==> src/rtl/load_down_counter_pkg.sv <==
// Shared types and defaults for the loadable down-counter.
package load_down_counter_pkg;

  typedef enum logic [1:0] {IDLE, COUNT, DONE} state_t;

  localparam int DEFAULT_WIDTH = 8;

endpackage

==> src/rtl/load_down_counter.sv <==
// Loadable synchronous down-counter with terminal-count pulse and sticky done.
// Define LOAD_DOWN_COUNTER_AUTO_RELOAD_EN for periodic reload on terminal count.
module load_down_counter
  import load_down_counter_pkg::*;
#(
  parameter int WIDTH = DEFAULT_WIDTH
) (
  input  logic             clk,
  input  logic             rst,
  input  logic [WIDTH-1:0] data_in,
  input  logic             ld,
  input  logic             dec,
  output logic [WIDTH-1:0] q,
  output logic             zero,
  output logic             tc,
  output logic             busy,
  output logic             done
);

  localparam logic [WIDTH-1:0] ONE = WIDTH'(1);

  state_t           state_q, state_d;
  logic [WIDTH-1:0] q_q, q_d;
  logic             tc_q, tc_d;
`ifdef LOAD_DOWN_COUNTER_AUTO_RELOAD_EN
  logic [WIDTH-1:0] reload_q, reload_d;
`endif

  always_comb begin
    state_d = state_q;
    q_d     = q_q;
    tc_d    = 1'b0;
`ifdef LOAD_DOWN_COUNTER_AUTO_RELOAD_EN
    reload_d = reload_q;
`endif
    if (ld) begin
      q_d     = data_in;
      state_d = (data_in != '0) ? COUNT : IDLE;
`ifdef LOAD_DOWN_COUNTER_AUTO_RELOAD_EN
      reload_d = data_in;
`endif
    end else if (dec && state_q == COUNT) begin
      // COUNT is only entered with a nonzero value, so q_q >= 1 here.
      if (q_q == ONE) begin
        tc_d = 1'b1;
`ifdef LOAD_DOWN_COUNTER_AUTO_RELOAD_EN
        q_d = reload_q;
`else
        q_d     = '0;
        state_d = DONE;
`endif
      end else begin
        q_d = q_q - ONE;
      end
    end
  end

  always_ff @(posedge clk) begin
    if (!rst) begin
      state_q <= IDLE;
      q_q     <= '0;
      tc_q    <= 1'b0;
`ifdef LOAD_DOWN_COUNTER_AUTO_RELOAD_EN
      reload_q <= '0;
`endif
    end else begin
      state_q <= state_d;
      q_q     <= q_d;
      tc_q    <= tc_d;
`ifdef LOAD_DOWN_COUNTER_AUTO_RELOAD_EN
      reload_q <= reload_d;
`endif
    end
  end

  assign q    = q_q;
  assign zero = (q_q == '0);
  assign tc   = tc_q;
  assign busy = (state_q == COUNT);
  assign done = (state_q == DONE);

endmodule

==> config.mk <==
export PLATFORM = sky130hd
export DESIGN_NAME = load_down_counter
export DESIGN_NICKNAME = d
export VERILOG_FILES = /design/src/rtl/load_down_counter_pkg.sv /design/src/rtl/load_down_counter.sv
export SDC_FILE = /design/constraint.sdc
export NUM_CORES = 1
export LEC_CHECK = 0
export BUFFER_PORTS_ARGS = -buffer_cell sky130_fd_sc_hd__buf_2
export CAP_MARGIN = 20
export CORE_MARGIN = 2
export CORE_UTILIZATION = 50
export CTS_BUF_LIST = sky130_fd_sc_hd__clkbuf_2
export DETAILED_ROUTE_END_ITERATION = 7
export GPL_TIMING_DRIVEN = 0
export PLACE_DENSITY = 0.87
export SLEW_MARGIN = 0
export SYNTH_ARGS = -nofsm -noshare
export SYNTH_HDL_FRONTEND = slang
export SYNTH_SLANG_ARGS = --single-unit
==> constraint.sdc <==
create_clock -name clk -period 1.9 [get_ports clk]
set_input_delay 0.38 -clock clk [delete_from_list [all_inputs] [get_ports clk]]
set_output_delay 0.38 -clock clk [all_outputs]
set_load 0.02 [all_outputs]
==> results of run 1 <==
[layer usage]
metal  vias to the layer above  wire length, um  part of all wire
met2                        30              809              0.47
li1                        355                -                 -
met1                       315              781              0.45
met4                         0               29             0.017
met5                         -                0                 0
met3                         4              107             0.062
[through the flow]
step	hold slack (ps)	instance area [sq um]	total power, mW
after global placement	499	798	0.421
final	347	837	0.574
after floorplan	473	664	0.374
after CTS	344	830	0.566
after global routing	357	837	0.601
after detailed placement	501	798	0.425
[critical path, cell delays in order (launching register included)]
cell,delay [ps]
dfxtp_1,420
inv_1,100
ha_1,230
nor3b_4,160
and2_1,140
buf_2,150
[cells by family after synthesis]
family / synth area share
flops: 0.331
fa+ha+maj: 0.0377
compound gates: 0.235
simple gates: 0.305
xor+xnor: 0.0396
buf+inv: 0.0508
[path summary, 6_finish.rpt]
path	slack (ps)	cells past startpoint	end	from
worst max-delay path	60	5	zero	q[0]$_SDFFE_PN0P_
worst min-delay path	350	3	q[5]$_SDFFE_PN0P_	data_in[5]
worst max register to register	370	4	q[5]$_SDFFE_PN0P_	q[2]$_SDFFE_PN0P_
worst min register to register	510	2	state_q[1]$_SDFFE_PN0P_	state_q[1]$_SDFFE_PN0P_
[registers in the layout (all words and copies together), names as in the netlist]
register  flops
state_q       2
tc            1
q             8
[synth_stat cells]
library cell,count
a21boi_0,1
nand3b_1,1
a211o_1,1
nor3b_1,3
o31ai_1,2
nand3_1,2
dfxtp_1,11
and4_4,1
nor2b_1,2
buf_6,1
a21oi_1,9
or3b_1,1
nor4_1,1
inv_1,4
a32oi_1,2
and2b_1,1
o21ai_1,4
a22oi_1,2
nor4_2,1
a311oi_2,1
nor3_1,3
clkbuf_1,2
xor2_1,3
and3b_1,2
nand2b_1,1
o21ai_0,1
or4_1,2
nand2_1,3
ha_1,2
o211ai_1,1
and2_1,2
nor2_1,7
[power breakdown]
part	switching [mW]	internal [mW]	leakage, nW
Clock	0.0837	0.0558	0.0166
Sequential	0.0216	0.245	0.0906
Combinational	0.0956	0.0726	0.261
Total	0.201	0.373	0.368
[repair_timing]
| action | in CTS | in global routing |
|---|---|---|
| resized for setup | 2 | 0 |
| setup endpoints to repair | 1 | 1 |
| buffers inserted | 0 | 1 |
[area by class of cell]
cell class | count | share of cell area
Tap cell | 15 | 0.0224
Multi-Input combinational cell | 62 | 0.504
Sequential cell | 11 | 0.263
Clock buffer | 4 | 0.0239
Timing Repair Buffer | 24 | 0.146
Inverter | 4 | 0.0179
Buffer | 3 | 0.0224
==> flow_metrics.env, run 1 <==
export IMPL_root_buffer="clkbuf_2"
export IMPL_min_period_ps=1840
export IMPL_dp_hpwl_mm=1.25
export IMPL_synthDistinctLibCells=32
export IMPL_drtIter0Drc=22
export IMPL_worstPathRequired_ps=1520
export IMPL_utilization=0.660
export IMPL_synth_area_leader_cell="dfxtp_1"
export IMPL_initial_utilization=0.524
export IMPL_vias=704
export IMPL_num_rows=13
export IMPL_finalMaxSlewViolations=0
export IMPL_fmax_mhz=544
export IMPL_timing_final_crit_share=0.967
export IMPL_clk_latency_ps=270
export IMPL_first_global_vias=568
export IMPL_use_met2=0.405
export IMPL_crit_type="reg -> out"
export IMPL_fill_cells=109
export IMPL_routed_wl_mm=1.73
export IMPL_dr_pass1_iters=4
export IMPL_syn_avg_cell_area_sq_um=8.30
export IMPL_grt_busiest_layer="met2"
export IMPL_min_path_type="in -> reg"
export IMPL_post_place_cells=118
export IMPL_areaGrowthSynthToFinish_pct=26.0
export IMPL_cts_sinks=11
export IMPL_ys_seq_elements=11
export IMPL_cts_tree="done"
export IMPL_antenna_found_initial=0
export IMPL_rsz0062_at_grt="no"
export IMPL_final_cell_mix="23 x buf_2, 11 x dfxtp_1, 9 x a21oi_1"
export IMPL_io_buffers=23
export IMPL_numCtsBuffers=3
export IMPL_final_hold_viol_count=0
export IMPL_die_w_um=40.5
export IMPL_synthTopCellsByArea="dfxtp_1 33%, a21oi_1 6.8%, nor2_1 4.0%, xor2_1 4.0%, ha_1 3.8%"
export IMPL_synthCells=80
export IMPL_synth_top_cell_area_share=0.331
export IMPL_setup_tns_ps=0
export IMPL_ioPinCount=24
export IMPL_gp_congestion=0.843
export IMPL_final_cells=123
export IMPL_via_per_inst=5.72
export IMPL_setup_ws_ps=63.3
export IMPL_worst_pin_slew_ps=461
export IMPL_multi_input_comb_area_sq_um=422
export IMPL_grt_max_degree=11
export IMPL_cts_htree_levels=1
export IMPL_grt_usage=0.239
export IMPL_final_common_cell="buf_2"
export IMPL_nNetsFinal=123
export IMPL_use_met1=0.298
export IMPL_syn_nets=94
export IMPL_routedWlPerCell_um=14.0
export IMPL_cp_arrival_ps=1460
export IMPL_clk_path_buf_depth=2
export IMPL_ant_nets=0
export IMPL_status="finished clean"
export IMPL_core_sq_um=1270
export IMPL_crit_path_start_kind="register"
export IMPL_die_h_um=40.5
export IMPL_grt_ovfl_total=0
export IMPL_antenna_cells=0
export IMPL_finClkSkew_ps=17.1
export IMPL_leakage_nw=0.368
export IMPL_finalSetupViolations=0
export IMPL_crit_fanout=5
export IMPL_netlist_area_sq_um=664
export IMPL_crit_path_end_kind="output port"
export IMPL_p_per_area_nw_per_um2=686
export IMPL_ir_drop_mv=0.457
export IMPL_drive_gt1_frac=0.306
export IMPL_seq_area_sq_um=220
export IMPL_ctsHoldBuffers=0
export IMPL_path_clk_slew_ps=130
export IMPL_ys_seq_area_frac=0.331
export IMPL_remaining_drc_errors=0
export IMPL_dieArea_sq_um=1640
export IMPL_ys_warnings_count=0
export IMPL_grt_pass1_wl_mm=2.51
export IMPL_pre_cts_ws_ps=87.7
export IMPL_use_met3=0.0333
export IMPL_drv_cap=0
export IMPL_relSlewSlack=0.690
(Power assumes the default switching activity.)
==> run 2, diff against run 1 <==
--- a/config.mk
+++ b/config.mk
@@ -11,7 +11,6 @@
 export CORE_UTILIZATION = 50
 export CTS_BUF_LIST = sky130_fd_sc_hd__clkbuf_2
 export DETAILED_ROUTE_END_ITERATION = 7
-export GPL_TIMING_DRIVEN = 0
 export PLACE_DENSITY = 0.87
 export SLEW_MARGIN = 0
 export SYNTH_ARGS = -nofsm -noshare
==> flow_metrics.env, run 2 (synthesis gave the netlist of run 1 again) <==
export IMPL_crit_path_end_kind="output port"
export IMPL_routedWlPerCell_um=13.6
export IMPL_io_buffers=23
export IMPL_initial_utilization=0.524
export IMPL_worst_pin_slew_ps=494
export IMPL_status="finished clean"
export IMPL_core_sq_um=1270
export IMPL_path_clk_slew_ps=120
export IMPL_final_common_cell="buf_2"
export IMPL_swShare=0.352
export IMPL_routed_wl_mm=1.63
export IMPL_drv_cap=0
export IMPL_cts_tree="done"
export IMPL_gp_congestion=0.860
export IMPL_final_hold_viol_count=0
export IMPL_pre_cts_ws_ps=346
export IMPL_path_cells="nor4_2, and2_1, buf_2"
export IMPL_final_cell_mix="23 x buf_2, 10 x dfxtp_1, 9 x a21oi_1"
export IMPL_setup_ws_ps=91.2
export IMPL_dp_hpwl_mm=1.19
export IMPL_fill_cells=117
export IMPL_num_rows=13
export IMPL_nNetsFinal=120
export IMPL_antenna_found_initial=0
export IMPL_die_w_um=40.5
export IMPL_largest_reg_flops=8
export IMPL_seqPwrFrac=0.468
export IMPL_grt_pass1_wl_mm=2.63
export IMPL_cts_sinks=11
export IMPL_p_sw_mw=0.200
export IMPL_critPathBufInv=1
export IMPL_dieArea_sq_um=1640
export IMPL_leakage_nw=0.358
export IMPL_p_int_mw=0.368
export IMPL_post_place_cells=116
export IMPL_first_global_vias=592
export IMPL_die_h_um=40.5
export IMPL_finalMaxSlewViolations=0
export IMPL_remaining_drc_errors=0
export IMPL_slowest_stage="nor4_2"
export IMPL_min_path_type="in -> reg"
export IMPL_timing_final_crit_share=0.952
export IMPL_cp_arrival_ps=1430
export IMPL_drtIter0Drc=26
export IMPL_multi_input_comb_area_sq_um=415
export IMPL_cp_top_family="simple AND/OR/NAND/NOR gates"
export IMPL_clk_path_buf_depth=2
export IMPL_dr_pass1_iters=4
export IMPL_ant_nets=0
export IMPL_drive_gt1_frac=0.314
export IMPL_relSlewSlack=0.668
export IMPL_finClkSkew_ps=10.3
export IMPL_vias=717
export IMPL_grt_usage=0.251
export IMPL_seq_area_sq_um=221
export IMPL_fmax_mhz=553
export IMPL_crit_type="reg -> out"
export IMPL_ctsHoldBuffers=0
export IMPL_finalSetupViolations=0
export IMPL_root_buffer="clkbuf_2"
export IMPL_crit_fanout=4
export IMPL_ioPinCount=24
export IMPL_setup_tns_ps=0
export IMPL_p_comb_frac=0.281
export IMPL_clk_latency_ps=280
export IMPL_numCtsBuffers=3
export IMPL_worstPathRequired_ps=1520
export IMPL_grt_max_degree=21
export IMPL_antenna_cells=0
export IMPL_areaGrowthSynthToFinish_pct=22.4
export IMPL_slowest_delay_ps=450
export IMPL_final_cells=120
export IMPL_cts_htree_levels=1
export IMPL_ir_drop_mv=0.450
export IMPL_rsz0062_at_grt="no"
export IMPL_via_per_inst=5.98
export IMPL_p_per_area_nw_per_um2=698
export IMPL_grt_ovfl_total=0
export IMPL_min_period_ps=1810
export IMPL_p_clk_frac=0.251
export IMPL_crit_path_start_kind="register"
==> run 2: cell types whose count changed in the layout (fill, tap and decap cells not counted), sizes merged <==
cell | before | now
buf | 25 | 24
clkbuf | 6 | 4
==> run 2: worst register-to-register path, stage by stage (launching register included) <==
cell,delay [ps]
dfxtp_1,400
nor4_1,460
o211ai_1,210
xor2_1,180
o31ai_1,230
==> run 2: worst paths after layout <==
| kind | cells after the start | end | from | slack [ps] |
|---|---|---|---|---|
| hold / removal | 3 | q[0]$_SDFFE_PN0P_ | data_in[0] | 340 |
| setup reg to reg | 4 | q[5]$_SDFFE_PN0P_ | q[2]$_SDFFE_PN0P_ | 340 |
| hold reg to reg | 2 | state_q[1]$_SDFFE_PN0P_ | state_q[1]$_SDFFE_PN0P_ | 520 |
| setup / recovery | 3 | zero | q[6]$_SDFFE_PN0P_ | 90 |
==> run 2: through the flow <==
stage | total power, mW | area, sq um | hold slack [ps] | util
after floorplan | 0.374 | 664 | 473 | -
after global placement | 0.422 | 787 | 501 | 0.620
after detailed placement | 0.425 | 787 | 506 | 0.620
after CTS | 0.562 | 807 | 344 | 0.636
after global routing | 0.598 | 813 | 351 | 0.641
final | 0.568 | 813 | 342 | 0.641
==> run 2: cell type report <==
class	instances	area share
repair buffers	24	0.151
well taps	15	0.0231
multi-input cells	62	0.511
flip-flops and latches	11	0.272
clock buffers	4	0.0246
inverters	4	0.0185
==> run 2: what timing repair did <==
item	4_1_cts	5_1_grt
gates resized for setup	0	2
setup buffers	0	0
endpoints found under the setup margin	0	1
==> run 2: power groups by stage <==
stage	sequential (mW)	clock (mW)	combinational (mW)
after global routing	0.269	0.152	0.177
final	0.266	0.143	0.159
after detailed placement	0.270	0	0.155
after floorplan	0.282	0	0.0916
after CTS	0.265	0.141	0.156
after global placement	0.269	0	0.153
==> run 2: layer usage <==
layer  vias up  routed length (um)  share of wire  track usage
li1        348                   -              -            -
met1       326                 731           0.45        0.334
met5         -                   0              0            0
met3         3                 124          0.076       0.0500
met4         0                  25          0.015        0.150
met2        40                 746           0.46        0.369
